<file path="config.mk">
export PLATFORM = sky130hd
export DESIGN_NAME = fetch_unit_flat
export DESIGN_NICKNAME = d
export VERILOG_FILES = /design/src/rtl/fetch_unit_if.sv /design/src/rtl/fetch_unit.sv /design/src/flat_wrapper.sv
export SDC_FILE = /design/constraint.sdc
export NUM_CORES = 1
export LEC_CHECK = 0
export ABC_AREA = 1
export BUFFER_PORTS_ARGS = -buffer_cell sky130_fd_sc_hd__buf_2
export CORE_AREA = 2 2 150 152
export CTS_CLUSTER_DIAMETER = 100
export DETAILED_ROUTE_END_ITERATION = 8
export DIE_AREA = 0 0 152 154
export HOLD_SLACK_MARGIN = 0.1
export MAX_ROUTING_LAYER = met4
export PLACE_DENSITY = 0.64
export SYNTH_ARGS = -nofsm -noshare
export SYNTH_HDL_FRONTEND = slang
export SYNTH_SLANG_ARGS = --single-unit
</file>
<file path="constraint.sdc">
create_clock -name clock -period 3 [get_ports clock]
set_clock_uncertainty 0.1 [all_clocks]
set_input_delay 0.45 -clock clock [delete_from_list [all_inputs] [get_ports clock]]
set_output_delay 0.45 -clock clock [all_outputs]
set_load 0.1 [all_outputs]
</file>
<file path="src/rtl/fetch_unit_if.sv">
// Fetch-stage bus bundle: instruction-memory port, redirect input, decode slot, status.
// Latency: n/a (wiring only).
// Backpressure: out_ready from decode stalls the slot; imem is combinational-read.
//
// Signals
//   imem_address      fetch -> imem    30  word address (pc register)
//   imem_instruction  imem  -> fetch   32  word at imem_address, same cycle
//   redirect_valid    core  -> fetch    1  branch/jump taken this cycle
//   redirect_target   core  -> fetch   30  new word PC
//   out_valid         fetch -> decode   1  slot holds an instruction
//   out_ready         decode-> fetch    1  decode accepts slot this cycle
//   out_instruction   fetch -> decode  32  fetched word
//   out_pc            fetch -> decode  32  byte address of out_instruction
//   fetch_count       fetch -> status  32  words loaded into the slot
//   fault             fetch -> status   1  sticky out-of-range fetch flag
//   fault_pc          fetch -> status  32  byte address of the faulting fetch
interface fetch_unit_if;
   logic [29:0] imem_address;
   logic [31:0] imem_instruction;
   logic        redirect_valid;
   logic [29:0] redirect_target;
   logic        out_valid;
   logic        out_ready;
   logic [31:0] out_instruction;
   logic [31:0] out_pc;
   logic [31:0] fetch_count;
   logic        fault;
   logic [31:0] fault_pc;

   // fetch unit side
   modport master (
      output imem_address,
      input  imem_instruction,
      input  redirect_valid,
      input  redirect_target,
      output out_valid,
      input  out_ready,
      output out_instruction,
      output out_pc,
      output fetch_count,
      output fault,
      output fault_pc
   );

   // environment side (imem, redirect source, decode)
   modport slave (
      input  imem_address,
      output imem_instruction,
      output redirect_valid,
      output redirect_target,
      input  out_valid,
      output out_ready,
      input  out_instruction,
      input  out_pc,
      input  fetch_count,
      input  fault,
      input  fault_pc
   );
endinterface

</file>
<file path="src/rtl/fetch_unit.sv">
// Instruction fetch: owns the PC, reads combinational imem, registers word+PC into a decode slot.
// Latency: word at pc appears in the slot one edge after pc is presented; 1 word/cycle when ready.
// Backpressure: out_valid && !out_ready freezes slot, pc and count; redirect flushes regardless.
//
// Ports
//   clock   sole clock, all state updates on posedge
//   reset   asynchronous active-low reset (0 = in reset)
//   bus     fetch_unit_if.master: imem port, redirect, decode slot, fetch_count, fault status
module fetch_unit #(
   parameter logic [31:0] START_ADDR = 32'h0000_3000,
   parameter int          IMEM_WORDS = 1024
) (
   input  logic          clock,
   input  logic          reset,
   fetch_unit_if.master  bus
);

   localparam logic [1:0] ST_BOOT  = 2'd0;
   localparam logic [1:0] ST_RUN   = 2'd1;
   localparam logic [1:0] ST_FAULT = 2'd2;

   localparam logic [29:0] START_WORD = START_ADDR[31:2];
   localparam logic [31:0] MEM_WORDS  = 32'(IMEM_WORDS);

   logic [1:0]  state;
   logic [29:0] pc;
   logic        out_valid;
   logic [31:0] out_instruction;
   logic [31:0] out_pc;
   logic [31:0] fetch_count;
   logic        fault;
   logic [31:0] fault_pc;

   logic [29:0] pc_offset;
   logic        in_range;
   logic        slot_free;
   logic        attempt;
   logic        fire;
   logic        oor_attempt;

   // A pc below START_WORD wraps to a huge offset, so one unsigned compare
   // rejects both ends of the memory window.
   assign pc_offset = pc - START_WORD;
   assign in_range  = {2'b00, pc_offset} < MEM_WORDS;

   // A fetch is attempted whenever the slot will be free at the edge and no
   // redirect is pending; whether it loads or faults depends only on range.
   assign slot_free   = !out_valid || bus.out_ready;
   assign attempt     = (state == ST_RUN) && !bus.redirect_valid && slot_free;
   assign fire        = attempt && in_range;
   assign oor_attempt = attempt && !in_range;

   always_ff @(posedge clock or negedge reset) begin
      if (!reset) begin
         state           <= ST_BOOT;
         pc              <= START_WORD;
         out_valid       <= 1'b0;
         out_instruction <= 32'h0;
         out_pc          <= 32'h0;
         fetch_count     <= 32'h0;
         fault           <= 1'b0;
         fault_pc        <= 32'h0;
      end else begin
         case (state)
            ST_BOOT: begin
               // One idle cycle before the first fetch; a redirect still moves pc.
               state <= ST_RUN;
               if (bus.redirect_valid) begin
                  pc <= bus.redirect_target;
               end
            end

            ST_RUN: begin
               if (bus.redirect_valid) begin
                  // Redirect wins over everything: flush the slot, skip this fetch.
                  pc        <= bus.redirect_target;
                  out_valid <= 1'b0;
               end else if (fire) begin
                  out_valid       <= 1'b1;
                  out_instruction <= bus.imem_instruction;
                  out_pc          <= {pc, 2'b00};
                  pc              <= pc + 30'd1;
                  fetch_count     <= fetch_count + 32'd1;
               end else if (oor_attempt) begin
                  // Slot was free (empty or consumed this edge), so it ends empty.
                  state     <= ST_FAULT;
                  fault     <= 1'b1;
                  fault_pc  <= {pc, 2'b00};
                  out_valid <= 1'b0;
               end
               // Otherwise the slot is full and stalled: hold everything.
            end

            ST_FAULT: begin
               // Frozen until reset; only let decode drain an occupied slot.
               if (out_valid && bus.out_ready) begin
                  out_valid <= 1'b0;
               end
            end

            default: begin
               state <= ST_FAULT;
            end
         endcase
      end
   end

   // imem_address comes straight from the pc register, no input-to-output path.
   assign bus.imem_address    = pc;
   assign bus.out_valid       = out_valid;
   assign bus.out_instruction = out_instruction;
   assign bus.out_pc          = out_pc;
   assign bus.fetch_count     = fetch_count;
   assign bus.fault           = fault;
   assign bus.fault_pc        = fault_pc;

endmodule

</file>
<file path="src/flat_wrapper.sv">
// flat-port wrapper written by rule: the top's interface ports become plain ports
module fetch_unit_flat 
#(
   parameter logic [31:0] START_ADDR = 32'h0000_3000,
   parameter int          IMEM_WORDS = 1024
)
  (clock, reset, bus_imem_address, bus_imem_instruction, bus_redirect_valid, bus_redirect_target, bus_out_valid, bus_out_ready, bus_out_instruction, bus_out_pc, bus_fetch_count, bus_fault, bus_fault_pc);
  fetch_unit_if bus_i ();
  input  logic clock;
  input  logic reset;
  output wire logic [$bits(bus_i.imem_address)-1:0] bus_imem_address;
  input wire logic [$bits(bus_i.imem_instruction)-1:0] bus_imem_instruction;
  input wire logic [$bits(bus_i.redirect_valid)-1:0] bus_redirect_valid;
  input wire logic [$bits(bus_i.redirect_target)-1:0] bus_redirect_target;
  output wire logic [$bits(bus_i.out_valid)-1:0] bus_out_valid;
  input wire logic [$bits(bus_i.out_ready)-1:0] bus_out_ready;
  output wire logic [$bits(bus_i.out_instruction)-1:0] bus_out_instruction;
  output wire logic [$bits(bus_i.out_pc)-1:0] bus_out_pc;
  output wire logic [$bits(bus_i.fetch_count)-1:0] bus_fetch_count;
  output wire logic [$bits(bus_i.fault)-1:0] bus_fault;
  output wire logic [$bits(bus_i.fault_pc)-1:0] bus_fault_pc;
  assign bus_imem_address = bus_i.imem_address;
  assign bus_i.imem_instruction = bus_imem_instruction;
  assign bus_i.redirect_valid = bus_redirect_valid;
  assign bus_i.redirect_target = bus_redirect_target;
  assign bus_out_valid = bus_i.out_valid;
  assign bus_i.out_ready = bus_out_ready;
  assign bus_out_instruction = bus_i.out_instruction;
  assign bus_out_pc = bus_i.out_pc;
  assign bus_fetch_count = bus_i.fetch_count;
  assign bus_fault = bus_i.fault;
  assign bus_fault_pc = bus_i.fault_pc;
  fetch_unit #(.START_ADDR(START_ADDR), .IMEM_WORDS(IMEM_WORDS)) u_core (.clock(clock), .reset(reset), .bus(bus_i));
endmodule
</file>
==> results.tsv <==
metric	value	unit
critical_path.top_delay_family	simple AND/OR/NAND/NOR gates	
end_kind	register	
grt_pass1_wl	43.5	mm
drv_slew	0	
max_stage_delay	0.64	ns
core	21700	um^2
switchingPower	1.06	mW
clockBufferDepth	2	
fp.dieH	154	um
areaGrowthSynthToFinish	23.1	%
seqPwrFrac	48.0	%
ys_seq_elements	158	
grt_antenna_before_repair	0	
gr-usage-met3	3.92	%
yosys.area_share.simple	37.6	%
initial_utilization	39.5	%
n_antenna_cell	0	
overflow	0	
r2r_slack	0.40	ns
drtAntennaViolNets	0	
ys_seq_area_share	46.2	%
grt_use_met2	35.2	%
synth_top_family_by_area	simple AND/OR/NAND/NOR gates	
finalNonFillerCells	1657	
slew_headroom	64.2	%
post-route-min-period	2.60	ns
worstRegToRegCells	13	
switching_share	23.9	%
yosysTopAreaCell	dfrtp_1	
synth_top_area_share	45.6	%
nFillCells	2195	
num_rows	54	
wl	26.4	mm
drc	0	
finalHoldViolCount	0	
outcome	finished clean	
cpMostUsedCell	nand2_1	
crit_fanout	37	
die_area	23400	um^2
p_clk_share	48.9	%
hpwl	19.6	mm
rsz0062_at_grt	false	
synth.avg_cell_area	7.42	um^2
slowest_stage	dfstp_2	
grt.busiest_layer	met2	
hp-class	primary input to register	
worst_ep_required_time	3.26	ns
first_pass_iters	5	
cell_internal_pwr	3.37	mW
finalSetupTns	0	ns
synth_compound_area_share	3.29	%
arrival	2.86	ns
cts_tree	yes	
vdd_drop_max	0.309	mV
synth_fa_ha_area_share	0.292	%
crit_type	register to register	
pin_count	226	
synth.mux.area_fraction	0	%
grt_max_degree	62	
htreeDepth	4	
yosys_warnings	0	
die_w	152	um
finalCritPeriodShare	86.7	%
grtUsageTotal	23.7	%
drtIter0Drc	678	
ys_top_cells_by_area	dfrtp_1 (46%), nand2_1 (19%), nand3_1 (6.5%)	
met1_usage	33.4	%
reg2reg_to	u_core.bus.out_instruction[21]	
p_per_area	421	nW/um^2
yosys-top-cells-count	nand2_1 (438), dfrtp_1 (156), nand3_1 (112)	
synth_edf_count	0	
synth_cell_types	36	
synth_most_common_cell	nand2_1	
crit_chain	nand2_2 > nand3_2 > nor2_4 > inv_1 > nand2_1 > nor2_1 > nand2_1 > nor2_4 > nand3_4 > clkinv_2 > buf_4 > nand3_1 > nand2_1	
synthArstFlopShare	100	%
path_clk_slew	0.07	ns
avgRoutedWirePerCell	15.9	um
fmax	385	MHz
crit_buf_inv	3	
whs_path_depth	3	
max_cap_viol_count	0	
drive_above_1_share	22.3	%
critPathLaunchType	register	
syn_inst	1153	
worst_pin_slew	0.536	ns
p_comb_share	3.0	%
path_depth	13	
portBuffers	221	
startpoint	u_core.bus.imem_address[11]	
setup_violations	0	
numPlacedInstances	1624	
synth_xor_area_share	5.01	%
final_nets	1432	
total_leakage_power	5.79	nW
clkLatencyLatePin	0.43	ns
cts_root_buf	clkbuf_16	
synth_ff_type	dfrtp_1	
whs_endpoint	u_core.bus.out_instruction[11]	
vias	8304	
holdCritStartpoint	bus_imem_instruction[11]	
cts_buffers	17	
worstReg2RegStart	u_core.bus.imem_address[11]	
synth.cell_area	8560	um^2
grt_pass1_vias	8059	
cts.sinks	158	
routabilityCongestion	0.978	
detail_route.vias_per_cell	5.01	
routing by layer:
metal	vias up	part of all wire (%)	wire length (um)
met5	-	0	0
met4	0	2.2	581
met3	40	6.1	1620
met2	316	44	11700
met1	3862	47	12500
li1	4086	-	-
power by group through the flow:
stage	Sequential (mW)	Combinational, mW	Clock, mW
2_1_floorplan	2.17	0.0433	0
3_3_place_gp	2.17	0.137	0
3_5_place_dp	2.17	0.138	0
4_1_cts	2.13	0.140	2.23
5_1_grt	2.13	0.153	2.32
6_report	2.13	0.135	2.17
placed cells by master, fill, tap and decap left out, types with 5 or more instances in the layout:
cell       count
buf_2        220
buf_4         23
clkbuf_16     17
dfrtp_1      156
inv_1         75
nand2_1      438
nand2_2        5
nand3_1      112
nand4_1       41
nor2_1       105
nor3_1        29
o21ai_0       22
o21ai_1       25
xnor2_1       14
xor2_1        35
worst min-delay path, stage by stage:
cell and delay, ns:
buf_2 0.07, nand3_1 0.06, nand2_1 0.05
state kept, by name (all words and copies together) (netlist names):
signal                      count
u_core.bus.out_instruction     32
u_core.bus.fault                1
u_core.bus.imem_address        30
u_core.bus.out_pc              30
u_core.bus.out_valid            1
u_core.bus.fault_pc            30
u_core.state                    2
u_core.bus.fetch_count         32
cell families after synthesis:
family          Yosys count
flops                   158
compound gates           53
xor+xnor                 49
buf+inv                 139
other cells               1
simple gates            751
fa+ha+maj                 2
worst max path at each step:
| stage | slack (ns) | to |
|---|---|---|
| finish | 0.40 | u_core.bus.out_instruction[21] |
| detailed placement | 0.42 | u_core.bus.out_instruction[21] |
| floorplan | 0.34 | u_core.bus.fault_pc[8] |
| CTS | 0.41 | u_core.bus.out_instruction[21] |
| global route | 0.16 | u_core.bus.out_pc[15] |
| global placement | 0.43 | u_core.bus.out_pc[6] |
layout make-up:
type,instances,area (um^2),share of cell area (%)
Clock buffer,18,439,4.17
Clock inverter,14,153,1.45
Inverter,80,302,2.86
Multi-Input combinational cell,859,3980,37.8
Sequential cell,158,3960,37.6
Tap cell,280,350,3.33
Timing Repair Buffer,248,1360,12.9
stage by stage:
stage	hold slack, ns	setup WS [ns]	total power, mW	util, %	area (um^2)
5_1_grt	0.128	0.158	4.60	48.6	10500
6_report	0.143	0.400	4.43	48.6	10500
3_3_place_gp	0.345	0.432	2.31	45.8	9930
2_1_floorplan	0.0544	0.337	2.21	-	8570
3_5_place_dp	0.347	0.417	2.31	45.8	9930
4_1_cts	0.124	0.408	4.50	48.6	10500
timing repair:
action / 4_1_cts / 5_1_grt
hold endpoints to repair: 51 / 0
hold buffers: 1 / 0
resized for setup: 0 / 0
buffers inserted: 0 / 0
No activity file was read; power rests on OpenSTA's default activity.
